## config.mk

```make
export PLATFORM = sky130hd
export DESIGN_NAME = mem_arbiter
export DESIGN_NICKNAME = d
export VERILOG_FILES = /design/src/rtl/mem_arbiter.sv
export SDC_FILE = /design/constraint.sdc
export NUM_CORES = 1
export LEC_CHECK = 0
export CAP_MARGIN = 20
export CORE_UTILIZATION = 35
export DETAILED_ROUTE_END_ITERATION = 12
export DONT_BUFFER_PORTS = 1
export GPL_TIMING_DRIVEN = 0
export SYNTH_ARGS = -nofsm -noshare
export SYNTH_HDL_FRONTEND = slang
export SYNTH_SLANG_ARGS = --single-unit
```

## constraint.sdc

```tcl
create_clock -name clk -period 1.71 [get_ports clk]
set_input_delay 0.342 -clock clk [delete_from_list [all_inputs] [get_ports clk]]
set_output_delay 0.342 -clock clk [all_outputs]
set_load 0.005 [all_outputs]
```

## src/rtl/mem_arbiter.sv

```systemverilog
// rtl/mem_arbiter.sv - arbitrates icache/dcache miss traffic onto the single memory port
// Optional ARB_ROUND_ROBIN_EN: simultaneous requests go to whichever side was not last_owner.
module mem_arbiter #(
  parameter int BURST_MAX = 8,
  parameter int CNT_W     = 4
) (
  input  logic        clk,
  input  logic        rst,
  input  logic [1:0]  i_rw_flag,
  input  logic [31:0] i_addr,
  input  logic [31:0] i_write_data,
  input  logic [3:0]  i_write_mask,
  output logic [31:0] i_read_data,
  output logic        i_busy,
  output logic        i_done,
  input  logic [1:0]  d_rw_flag,
  input  logic [31:0] d_addr,
  input  logic [31:0] d_write_data,
  input  logic [3:0]  d_write_mask,
  output logic [31:0] d_read_data,
  output logic        d_busy,
  output logic        d_done,
  output logic [1:0]  mem_rw_flag,
  output logic [31:0] mem_addr,
  output logic [31:0] mem_write_data,
  output logic [3:0]  mem_write_mask,
  input  logic [31:0] mem_read_data,
  input  logic        mem_busy,
  input  logic        mem_done
);

  typedef enum logic [1:0] {IDLE, ISSUE, WAIT, RESP} state_t;

  state_t           state, state_nxt;
  logic             owner_d, win_d, issue, prev_resp;
  logic [CNT_W-1:0] burst_cnt, cnt_nxt;
  logic             i_req, d_req, own_req, oth_req, chain, pick_d;
  logic             in_flight;
`ifdef ARB_ROUND_ROBIN_EN
  logic             last_owner_d;
`endif

  assign i_req     = |i_rw_flag;
  assign d_req     = |d_rw_flag;
  assign own_req   = owner_d ? d_req : i_req;
  assign oth_req   = owner_d ? i_req : d_req;
  // Chaining is only offered in the cycle straight after the owner's done.
  assign chain     = prev_resp && own_req;
  assign in_flight = (state == ISSUE) || (state == WAIT);

`ifdef ARB_ROUND_ROBIN_EN
  assign pick_d = d_req && !(i_req && last_owner_d);
`else
  assign pick_d = d_req;
`endif

  always_ff @(posedge clk) begin
    if (!rst) state <= IDLE;
    else      state <= state_nxt;
  end

  always_comb begin
    state_nxt = state;
    issue     = 1'b0;
    win_d     = owner_d;
    cnt_nxt   = burst_cnt;
    case (state)
      IDLE: begin
        if ((i_req || d_req) && !mem_busy) begin
          state_nxt = ISSUE;
          issue     = 1'b1;
          if (chain && (burst_cnt < CNT_W'(BURST_MAX - 1))) begin
            win_d   = owner_d;
            cnt_nxt = burst_cnt + CNT_W'(1);
          end else if (chain && oth_req) begin
            // Saturated burst: hand the port to the waiting side.
            win_d   = !owner_d;
            cnt_nxt = '0;
          end else begin
            win_d   = pick_d;
            cnt_nxt = '0;
          end
        end
      end
      ISSUE, WAIT: begin
        if (mem_done)            state_nxt = RESP;
        else if (state == ISSUE) state_nxt = WAIT;
      end
      RESP:    state_nxt = IDLE;
      default: state_nxt = IDLE;
    endcase
  end

  always_ff @(posedge clk) begin
    if (!rst) begin
      owner_d        <= 1'b1;
      burst_cnt      <= '0;
      prev_resp      <= 1'b0;
      mem_rw_flag    <= 2'b00;
      mem_addr       <= '0;
      mem_write_data <= '0;
      mem_write_mask <= '0;
      i_read_data    <= '0;
      d_read_data    <= '0;
`ifdef ARB_ROUND_ROBIN_EN
      last_owner_d   <= 1'b1;
`endif
    end else begin
      prev_resp <= (state == RESP);
      if (issue) begin
        owner_d        <= win_d;
        burst_cnt      <= cnt_nxt;
        mem_rw_flag    <= (win_d ? d_rw_flag[1] : i_rw_flag[1]) ? 2'b10 : 2'b01;
        mem_addr       <= win_d ? d_addr : i_addr;
        mem_write_data <= win_d ? d_write_data : i_write_data;
        mem_write_mask <= win_d ? d_write_mask : i_write_mask;
`ifdef ARB_ROUND_ROBIN_EN
        last_owner_d   <= win_d;
`endif
      end else if (state == ISSUE) begin
        mem_rw_flag <= 2'b00;
      end
      if (in_flight && mem_done) begin
        if (owner_d) d_read_data <= mem_read_data;
        else         i_read_data <= mem_read_data;
      end
    end
  end

  assign i_done = (state == RESP) && !owner_d;
  assign d_done = (state == RESP) && owner_d;
  // Owner stays busy even if it drops its flag mid-transaction.
  assign i_busy = rst && !i_done && (i_req || (in_flight && !owner_d));
  assign d_busy = rst && !d_done && (d_req || (in_flight && owner_d));

endmodule

```

* Word level (Yosys, flattened, before mapping)
Index checks and enable logic that the tools add are counted.
** Operators by class
- Divide/modulo/power cells :: 0
- Reduce and logical (&&, ||, !) cells :: 30
- Multipliers :: 0
- Shift operators :: 0
- Mux-type cells :: 20
- Order comparisons :: 1
- Bitwise gates (word level) :: 1
- Equality and inequality tests :: 5
- $add $sub $neg :: 1
** Operators by type and width (count)
- $mux W32 :: 2
- $logic_and A1 B1 Y1 :: 13
- $mux W2 :: 6
- $mux W1 :: 9
- $mux W4 :: 2
- $pmux W2 S3 :: 1
- $reduce_and A2 Y1 :: 3
- $reduce_or A2 Y1 :: 3
- $add A4 B1 Y4 const B :: 1
- $eq A2 B2 Y1 const B :: 2
- $logic_not A1 Y1 :: 4
- $logic_or A1 B1 Y1 :: 4
- $lt A4 B3 Y1 const B :: 1
- $ne A3 B3 Y1 const B :: 1
- $reduce_and A3 Y1 :: 1
- $eq A2 B1 Y1 const B :: 1
- $logic_not A2 Y1 :: 1
- $ne A2 B2 Y1 const B :: 1
- $reduce_bool A2 Y1 :: 1
- $not A1 Y1 :: 1
** Storage, ports and cells
- Word-level logic and storage cells :: 68
- Memories :: 0
- Register bits after elaboration :: 142
- Memory bits (read-only) :: 0
- RAM bits :: 0
- Bits of input ports :: 176
- Bits in latches :: 0

* Longest topological paths before layout
- Depth after elaboration :: 11
- Gate-level depth with buffers :: 9

* Worst setup path after synthesis
OpenSTA, ideal clock, no wires.
- Path type :: flip-flop to flip-flop
- Start point :: register state[0]
- End point :: register mem_rw_flag[0]
- Cell stages (with the launch flop) :: 8
- Setup slack :: -0.050 ns
- Clock period less this slack :: 1.760 ns
- Buffers on the path :: 1
- Arrival :: 1.640 ns
- Cells stage by stage :: dfxtp_1 -> inv_1 -> ha_1 -> nor3b_4 -> o21a_2 -> buf_2 -> nor4_1 -> o31a_1
** On the way
- Cells in the longest elaborated chain, start to end :: 5
- Elaborated cells on any way between the ends :: 8
** Ends and longest elaborated chain
- start, declared :: line 34 : state_t state, state_nxt;
- start signal, assigned :: line 59 : else state <= state_nxt;
- $logic_not A2 Y1 :: line 67 : case (state)
- $mux W1 :: line 67
- $mux W1 :: line 113 : mem_rw_flag <= (win_d ? d_rw_flag[1] : i_rw_flag[1]) ? 2'b10 : 2'b01;
- $mux W2 :: line 113
- $mux W2 :: line 110 : if (issue) begin
- end signal, assigned :: line 113
- end, declared :: line 23 : output logic [1:0] mem_rw_flag,
Parallel ways exist; a longest one is shown, timed or not.
A chain may end at the register's enable or synchronous reset.

* Worst setup path after layout
- Start point :: register state[0]
- End point :: register mem_write_data[27]
** On the way
- Cells in the longest elaborated chain, start to end :: 3
- Elaborated cells on any way between the ends :: 4
** Ends and longest elaborated chain
- $logic_not A2 Y1 * :: line 67
- $mux W1 :: line 67
- $mux W32 :: line 115 : mem_write_data <= win_d ? d_write_data : i_write_data;
- end signal, assigned :: line 115
- end, declared :: line 25 : output logic [31:0] mem_write_data,
Every way passes the cells marked *; elsewhere a longest branch is shown, timed or not.

==> flow_metrics.py <==
metrics = {
    "sta": {
        "grt_setup_unrepaired": "yes",
        "finalSetupViolations": 63,
        "fmax_mhz": 548,
        "maxSlewViolCount": 0,
        "slew_headroom": 0.535,
        "worst_clock_skew_ns": 0.0146,
        "report.final.hold_viol_count": 0,
        "finalCriticalPeriod_ns": 1.83,
        "timing.final.ws_setup_ns": -0.115,
        "period_share": 1.07,
        "finalSetupTns_ns": -3.73,
        "hold_slack_ns": 0.0518,
        "tightest_slew_ns": 0.698,
    },
    "min_path": {
        "hold_path_end": "i_read_data[14]",
        "whs_path_depth": 2,
        "min_path_type": "in -> reg",
        "hp-start": "mem_read_data[14]",
    },
    "routing": {
        "wirelength_um": 21200,
        "antenna_left": 0,
        "drtIter0Drc": 386,
        "viasPerCell": 5.70,
        "drt_pass1_iterations": 5,
        "wl_per_cell_um": 20.8,
        "num_vias": 5828,
        "drc": 0,
    },
    "cells_and_area": {
        "drive_gt1_frac": 0.215,
        "fin_cells": 1022,
        "diodes": 0,
        "fill_cells": 1586,
        "synthToLayoutAreaGrowth_pct": 29.3,
        "final_nets": 973,
        "finish.utilization": 0.470,
    },
    "global_routing": {
        "grt_pass1_wl_um": 32100,
        "antenna_found_initial": 1,
        "grt.overflow.total": 0,
        "grt_start_max_net_pins": 17,
        "grt_pass1_vias": 5689,
        "grt_usage": 0.237,
    },
    "setup_path": {
        "critPathCaptureType": "flip-flop",
        "cp.required_ns": 2.04,
        "critPathLaunchType": "flip-flop",
        "cp_max_fo": 6,
        "startpoint": "state[0]",
        "reg2reg_to": "mem_write_data[27]",
        "reg2reg_slack_ns": -0.12,
        "r2r_cells": 10,
        "path_class": "reg -> reg",
        "r2r-start": "state[0]",
        "arrival_ns": 2.16,
    },
    "placement": {
        "place_hpwl_um": 14600,
        "io_buffers": 0,
        "dp.cells": 963,
        "gp_congestion": 0.872,
    },
    "outcome": {
        "violations": "setup timing",
        "status": "complete, but fails checks",
    },
    "yosys": {
        "synth_ff_type": "dfxtp_1",
        "postSynthCellCount": 747,
        "syn_nets": 927,
        "synth.distinct_cells": 36,
        "ys_seq_elements": 142,
        "netlist_area_mm2": 0.00584,
        "ys_warn_count": 0,
        "postSynth.asyncResetShare": 0,
        "synth.avg_cell_area_um2": 7.82,
        "seq_area_frac_synth": 0.487,
        "synth-edff-count": 0,
    },
    "floorplanning": {
        "initial_core_util": 0.364,
        "core_mm2": 0.0161,
        "die-area_mm2": 0.0172,
        "die_h_um": 131,
        "io_pins": 314,
        "row_count": 46,
        "die_w_um": 131,
    },
    "flow_run": {
        "drv_cap": 0,
    },
    "clock_tree": {
        "clk_pin_slew_ns": 0.06,
        "clk_latency_ns": 0.41,
        "cts_tree": "done",
        "cts-buffers-inserted": 17,
        "clock_tree.buffer_depth": 2,
        "htree_levels": 4,
        "clock_sinks": 142,
        "cts_root_buffer": "clkbuf_16",
    },
    "pwr": {
        "leakage_nw": 2.81,
        "peakVddDrop_mv": 0.635,
        "power.density_mw_per_mm2": 1480,
    },
}
==> critical path: stages (launching register included) <==
cell	delay (ns)
dfxtp_2	0.34
inv_2	0.07
ha_4	0.13
nor3b_4	0.25
buf_6	0.17
a21o_1	0.12
buf_6	0.15
buf_12	0.14
clkbuf_16	0.14
nand3_2	0.05
a31oi_1	0.18
==> cells by family after synthesis <==
family | synth area share
AO/OA/AOI/OAI | 0.274
AND/OR/NAND/NOR | 0.173
flip-flops | 0.487
buffers and inverters | 0.0572
adder cells (fa/ha/maj) | 0.00857
==> through the flow <==
stage	setup slack, ns	cell area [µm²]	power [mW]
2_1_floorplan	0.00105	5850	6.03
3_3_place_gp	-0.570	6120	6.76
3_5_place_dp	-0.584	6120	6.78
4_1_cts	-0.100	7220	11.0
5_1_grt	-0.203	7550	11.7
6_report	-0.115	7550	11.1
==> synth_stat cells, drive strengths merged, types with 3 or more instances <==
cell / count / area (µm²)
a31oi: 68 / 425
a21oi: 71 / 359
clkbuf: 55 / 206
nand3: 71 / 355
a211oi: 3 / 22.5
and3: 3 / 18.8
nor2: 6 / 22.5
inv: 5 / 18.8
dfxtp: 142 / 2840
nand2: 136 / 510
o21ai: 144 / 724
buf: 19 / 109
ha: 4 / 50.1
nor4: 3 / 33.8
==> state kept, by name, indices dropped and copies added, names as in the netlist <==
signal,cells
mem_rw_flag,2
d_read_data,32
prev_resp,1
state,2
mem_write_mask,4
mem_addr,32
i_read_data,32
burst_cnt,4
owner_d,1
mem_write_data,32
==> cell usage in the layout (no fill, tap or decap), types with 2 or more instances in the layout <==
cell	n
dfxtp_1	136
nand2_1	134
o21ai_0	134
a21oi_1	70
a31oi_1	68
nand3_1	44
nand3_2	26
buf_6	24
clkbuf_16	20
clkbuf_1	16
clkbuf_2	16
buf_4	14
clkbuf_4	11
o21ai_1	8
buf_2	7
nor2_1	5
dfxtp_2	5
buf_8	4
clkbuf_8	4
inv_2	3
and3_1	3
clkinv_4	3
clkinvlp_4	3
a211oi_4	2
nor4_4	2
inv_1	2
ha_4	2
ha_1	2
clkinv_2	2
bufinv_16	2
inv_8	2
inv_6	2
buf_12	2
==> metal layers <==
metal | GRT usage | up-vias | wire length (µm)
li1 | - | 2748 | -
met2 | 0.383 | 277 | 10200
met4 | 0.0941 | 0 | 549
met5 | 0 | - | 0
met3 | 0.0903 | 44 | 1840
met1 | 0.281 | 2759 | 8690
==> layout make-up <==
class	count	area, µm²	area share
multi-input combinational	527	2960	0.392
sequential	142	2850	0.378
buffer	71	509	0.0675
clock buffer	18	439	0.0582
timing repair buffer	29	340	0.0451
tap	216	270	0.0358
clock inverter	14	159	0.0211
inverter	5	18.8	0.00249
==> what timing repair did <==
item	in CTS	in global routing
setup endpoints to repair	139	138
endpoints found under the hold margin	0	0
setup buffers	19	2
gates cloned	6	3
pin swaps	9	71
gates resized for setup	107	82
hold buffers	0	0
==> report_power, final <==
| part | total [mW] | switching (mW) | leakage (nW) | internal, mW |
|---|---|---|---|---|
| sequential | 4.53 | 0.564 | 1.16 | 3.96 |
| clock | 3.76 | 1.55 | 0.287 | 2.22 |
| combinational | 2.85 | 1.67 | 1.36 | 1.18 |
| total | 11.1 | 3.78 | 2.81 | 7.36 |
==> how the worst max path moves through the flow <==
stage / endpoint / slack, ns / cells past startpoint
4_1_cts: d_busy / -0.10 / 4
3_3_place_gp: mem_write_data[2] / -0.57 / 7
6_report: mem_write_data[27] / -0.12 / 10
5_1_grt: mem_write_data[20] / -0.20 / 10
2_1_floorplan: mem_rw_flag[0] / 0.001 / 7
3_5_place_dp: mem_write_data[2] / -0.58 / 7
No activity file was read; power rests on OpenSTA's default activity.
==> variant 1: new RTL, same settings <==
The parameter `CNT_W` goes from 4 to 6.
--- a/src/rtl/mem_arbiter.sv
+++ b/src/rtl/mem_arbiter.sv
@@ -2,7 +2,7 @@
 // Optional ARB_ROUND_ROBIN_EN: simultaneous requests go to whichever side was not last_owner.
 module mem_arbiter #(
   parameter int BURST_MAX = 8,
-  parameter int CNT_W     = 4
+  parameter int CNT_W     = 6
 ) (
   input  logic        clk,
   input  logic        rst,
Function: no difference found for any inputs over 10 cycles, from zero or initial values and one cycle with rst low; that may be too few to reach the edited logic, so the function may still have changed.
==> variant 1 against the unedited design <==
- the flow still finishes with violations (negative setup slack)
- worst hold slack improved by 0.0071 ns
- power increased by 4.5%
- maximum frequency decreased by 0.87%
- sequential cell count increased by 2
- setup slack got worse by 0.016 ns
- wire length increased by 2.2%
- clock skew decreased by 0.0063 ns
- via count increased by 2.6%
- synthesized area increased by 6.3%
- non-clock buffer count increased by 5
- final area increased by 9.9%
- critical path depth decreased by 3
- critical path type unchanged
- critical endpoint is now mem_addr[22]
- largest cell class unchanged
- highest routed layer unchanged
==> variant 1: results (changes against the unedited design) <==
Signal buf overhead 0.129 (+0.0161); Setup-failing EPs final 72 (+14%); failing checks negative setup slack; Worst VDD drop 0.717 mV (+13%); WL met2 10.6 mm (+3.9%); Psw 4000 µW (+5.9%); post-synthesis sequential area ratio 0.464 (-0.0225); worst-path fanout max 10 (+4); synth top area cells dfxtp_1 46%, o21ai_0 11%, nand2_1 8.2%, a21oi_1 5.6%, a31oi_1 4.9%; final worst slack -0.131 ns (-0.0160 ns); HPWL after DPL 14.9 mm (+1.9%); metal3 WL 1.65 mm (-10%); crit path capture mem_addr[22]; met3 Track Usage GR 0.0647 (-0.0256); Cell Area, Synth 0.00621 mm² (+6.3%); met1 track demand over resource 0.277 (-0.00423); Worst setup startpoint burst_cnt[5]; met2 Use GR 0.365 (-0.0186); number of sequential cells 144 (+1.4%); initial antenna violation count 0 (-1); syn_nets 937 (+1.1%); dpl cells 982 (+2.0%); Clock buffer cells 19 (+1); WHS 0.0589 ns (+0.00709 ns); worst hold start mem_read_data[6]; dpl ws -0.832 ns (-0.248 ns); share of cells above drive strength 1 0.300 (+0.0857); multi-input gates 532 (+0.95%); number of global-route vias before repair 5396 (-5.2%); Detailed Route Iter0 Violations 453 (+17%); leakage 0.00308 µW (+9.6%); Mean Syn Cell Area 8.20 µm² (+4.9%); most frequent cells after synthesis 144 x dfxtp_1, 142 x o21ai_0, 136 x nand2_1; DR vias 5982 (+2.6%); CP top delay family compound AO/OA/AOI/OAI gates; area growth from synthesis to layout 33.6%; status finished, violations left; number of fill cells in the layout 1641 (+3.5%); ClkCell Share 0.0700 (-0.00926); R2R depth 7 (-3); Worst slew margin 0.500 (-0.0351); Cell variety after synth 41 (+14%); accumulated negative setup slack -5.35 ns (-1.62 ns); Routed WL 21.7 mm (+2.2%); reg2reg end mem_addr[22]; Signal inverters 6 (+1); Nets 986 (+1.3%)
==> variant 1: logic make-up after synthesis <==
| kind of cell | count (synthesis) | share of synthesized area |
|---|---|---|
| buffers and inverters | 81 | 0.0631 |
| DFF | 144 | 0.464 |
| and+or+nand+nor | 236 | 0.185 |
| AOI/OAI and AO/OA | 292 | 0.279 |
| adders and majority gates | 4 | 0.00806 |
==> variant 1: power groups by stage <==
stage	combinational [µW]	sequential [µW]	clock [µW]
4_1_cts	2980	4560	3760
6_report	3370	4560	3700
3_5_place_dp	2410	4630	0
5_1_grt	3670	4620	3920
2_1_floorplan	1850	4420	0
3_3_place_gp	2390	4630	0
==> variant 1: worst reg2reg max path: cells and delay by family (launching register included) <==
kind,cells,cell delay [ns]
DFF,1,0.33
AOI/OAI and AO/OA,3,0.62
and+or+nand+nor,2,0.44
buffers and inverters,2,0.33
==> variant 1: timing repair <==
action                     CTS  global route
pin swaps                   33            84
gates cloned                 5             4
resized for setup          165           101
buffers inserted            16             8
setup endpoints to repair  137           134
==> variant 2: new RTL, same flow settings <==
Without the edit above. Reset style: asynchronous (`rst`), changed in 2 clocked blocks.
--- a/src/rtl/mem_arbiter.sv
+++ b/src/rtl/mem_arbiter.sv
@@ -54,7 +54,7 @@
   assign pick_d = d_req;
 `endif
 
-  always_ff @(posedge clk) begin
+  always_ff @(posedge clk or negedge rst) begin
     if (!rst) state <= IDLE;
     else      state <= state_nxt;
   end
@@ -91,7 +91,7 @@
     endcase
   end
 
-  always_ff @(posedge clk) begin
+  always_ff @(posedge clk or negedge rst) begin
     if (!rst) begin
       owner_d        <= 1'b1;
       burst_cnt      <= '0;
Function: differs if rst is asserted again (counterexample within 4 cycles, from zero or initial values and one cycle with rst low); with rst held inactive, the same outputs for 10 cycles.
==> variant 2 against the unedited design <==
- the run ends with negative hold slack, negative setup slack left
- setup slack lost 0.16 ns
- worst hold slack lost 0.43 ns
- sequential cell count is the same
- critical endpoint is now mem_rw_flag[0]
- synthesized cell count shrank 21%
- wire length grew 0.72%
- final area grew 21%
- synthesized area grew 6.9%
- count of clock-buffer cells in the layout grew 1
Power is not compared: it rests on default switching activity, and its combinational part moved more than twofold at a synthesized area within 25%.
==> variant 2: results (changes against the unedited design) <==
wire per inst 23.6 µm (+14%); Worst Skew 0.0122 ns (-0.00237 ns); CTS buffer count 17 (unchanged); worst-path fanout max 6 (unchanged); antenna diode count 0 (unchanged); accumulated negative setup slack -18.08 ns (-14.35 ns); most frequent cells after synthesis 141 x dfrtp_1, 75 x o21ai_0, 72 x nor2_1; Worst setup startpoint burst_cnt[0]; first-pass GRT wire length 29.2 mm (-9.0%); number of fill cells in the layout 1474 (-7.1%); Syn. warnings 0 (unchanged); Worst VDD drop 0.810 mV; largest net degree at the start of global routing 144 (+127); Setup-failing EPs final 104 (+65%); Detailed Route Iter0 Violations 256 (-34%); GRT Overall Usage 0.213 (-0.0241); Tightest Pin Transition 0.698 ns (+0.000513 ns); syn_nets 771 (-17%); internal power 11400 µW; PortBufs 0 (unchanged); ys async rst share 1.00 (+1.00); final worst slack -0.275 ns (-0.159 ns); share of cells above drive strength 1 0.465 (+0.250); synth top area cells dfrtp_1 57%, a31oi_1 6.8%, mux2_2 6.1%, o21ai_0 6.0%, nand3_1 5.7%; clk slew on worst S/H paths 0.06 ns (about the same); Worst-Skew Late Latency 0.42 ns; HPWL after DPL 13.1 mm (-10%); Max Root-Sink Buffers 2 (unchanged); placed inst area 0.00657 mm² (+7.4%); critical path type reg2reg; number of global-route vias before repair 5333 (-6.3%); post-synthesis sequential area ratio 0.570 (+0.0829); WHS -0.380 ns (-0.432 ns); reg2reg end mem_rw_flag[0]; Initial DRT Pass Iterations 5 (unchanged); GPL Wtd Cong 0.828 (-5.0%); R2R depth 9 (-1); Cell variety after synth 38 (+5.6%); dpl ws -0.605 ns (-0.0203 ns); vias per cell 5.83 (+2.3%); worst min-delay path class in2async; CTS H-tree lvls 4 (unchanged); clock root cell clkbuf_16; Nets 847 (-13%); status finished, violations left; leakage 0.00385 µW; failing checks negative hold slack, negative setup slack; Final Hold Viols 142 (+142); initial antenna violation count 0 (-1)
variant 2: layout make-up:
class / count / area, µm² / area share
timing repair buffer: 57 / 782 / 0.0858
clock inverter: 13 / 155 / 0.0170
inverter: 6 / 22.5 / 0.00247
clock buffer: 19 / 433 / 0.0475
multi-input combinational: 391 / 3240 / 0.356
sequential: 142 / 3550 / 0.390
tap: 225 / 282 / 0.0309
buffer: 52 / 643 / 0.0706
variant 2: worst max-delay path, cell delays in order, from the launching register on:
cell,delay (ns)
dfrtp_1,0.38
ha_2,0.21
nand2_4,0.08
a311oi_4,0.12
buf_4,0.17
o21ai_4,0.33
buf_6,0.16
buf_8,0.12
nand3_2,0.07
a31o_1,0.22
variant 2: logic make-up after synthesis:
logic type / after synthesis / synth area share
AOI/OAI and AO/OA: 159 / 0.146
adders and majority gates: 4 / 0.00802
buffers and inverters: 59 / 0.0401
DFF: 142 / 0.570
muxes: 64 / 0.116
and+or+nand+nor: 163 / 0.120
variant 2: power by group through the flow:
stage | Combinational, µW | Clock, µW | Sequential, µW
finish | 7670 | 3690 | 6540
global route | 8250 | 3930 | 6720
CTS | 6130 | 3770 | 6510
detailed placement | 4460 | 0 | 6540
global placement | 4250 | 0 | 6510
floorplan | 3520 | 0 | 6060
variant 2: what timing repair did:
item | CTS | global route
endpoints found under the setup margin | 137 | 137
hold endpoints to repair | 142 | 142
setup buffers | 26 | 12
pin swaps | 49 | 123
gates cloned | 16 | 8
gates resized for setup | 204 | 179
variant 2: how the worst min path moves through the flow:
stage                     startpoint               to  slack, ns  cells after the start
final                            rst  i_read_data[17]      -0.38                      0
after global routing             rst   i_read_data[2]      -0.42                      0
after CTS                        rst  i_read_data[17]      -0.40                      0
after detailed placement         rst  i_read_data[17]       0.05                      0
after global placement           rst  i_read_data[17]       0.05                      0
after floorplan                  rst     burst_cnt[0]       0.05                      0
variant 2: per-stage QoR:
| step | util | instances |
|---|---|---|
| floorplan | - | 591 |
| global placement | 0.379 | 816 |
| detailed placement | 0.379 | 816 |
| CTS | 0.475 | 888 |
| global route | 0.525 | 905 |
| finish | 0.525 | 905 |
variant 2: metal layers:
| layer | GRT usage | vias to the layer above | routed length (µm) |
|---|---|---|---|
| li1 | - | 2298 | - |
| met1 | 0.238 | 2633 | 7610 |
| met2 | 0.359 | 299 | 11100 |
| met3 | 0.0763 | 49 | 2040 |
| met4 | 0.102 | 0 | 695 |
| met5 | 0 | - | 0 |
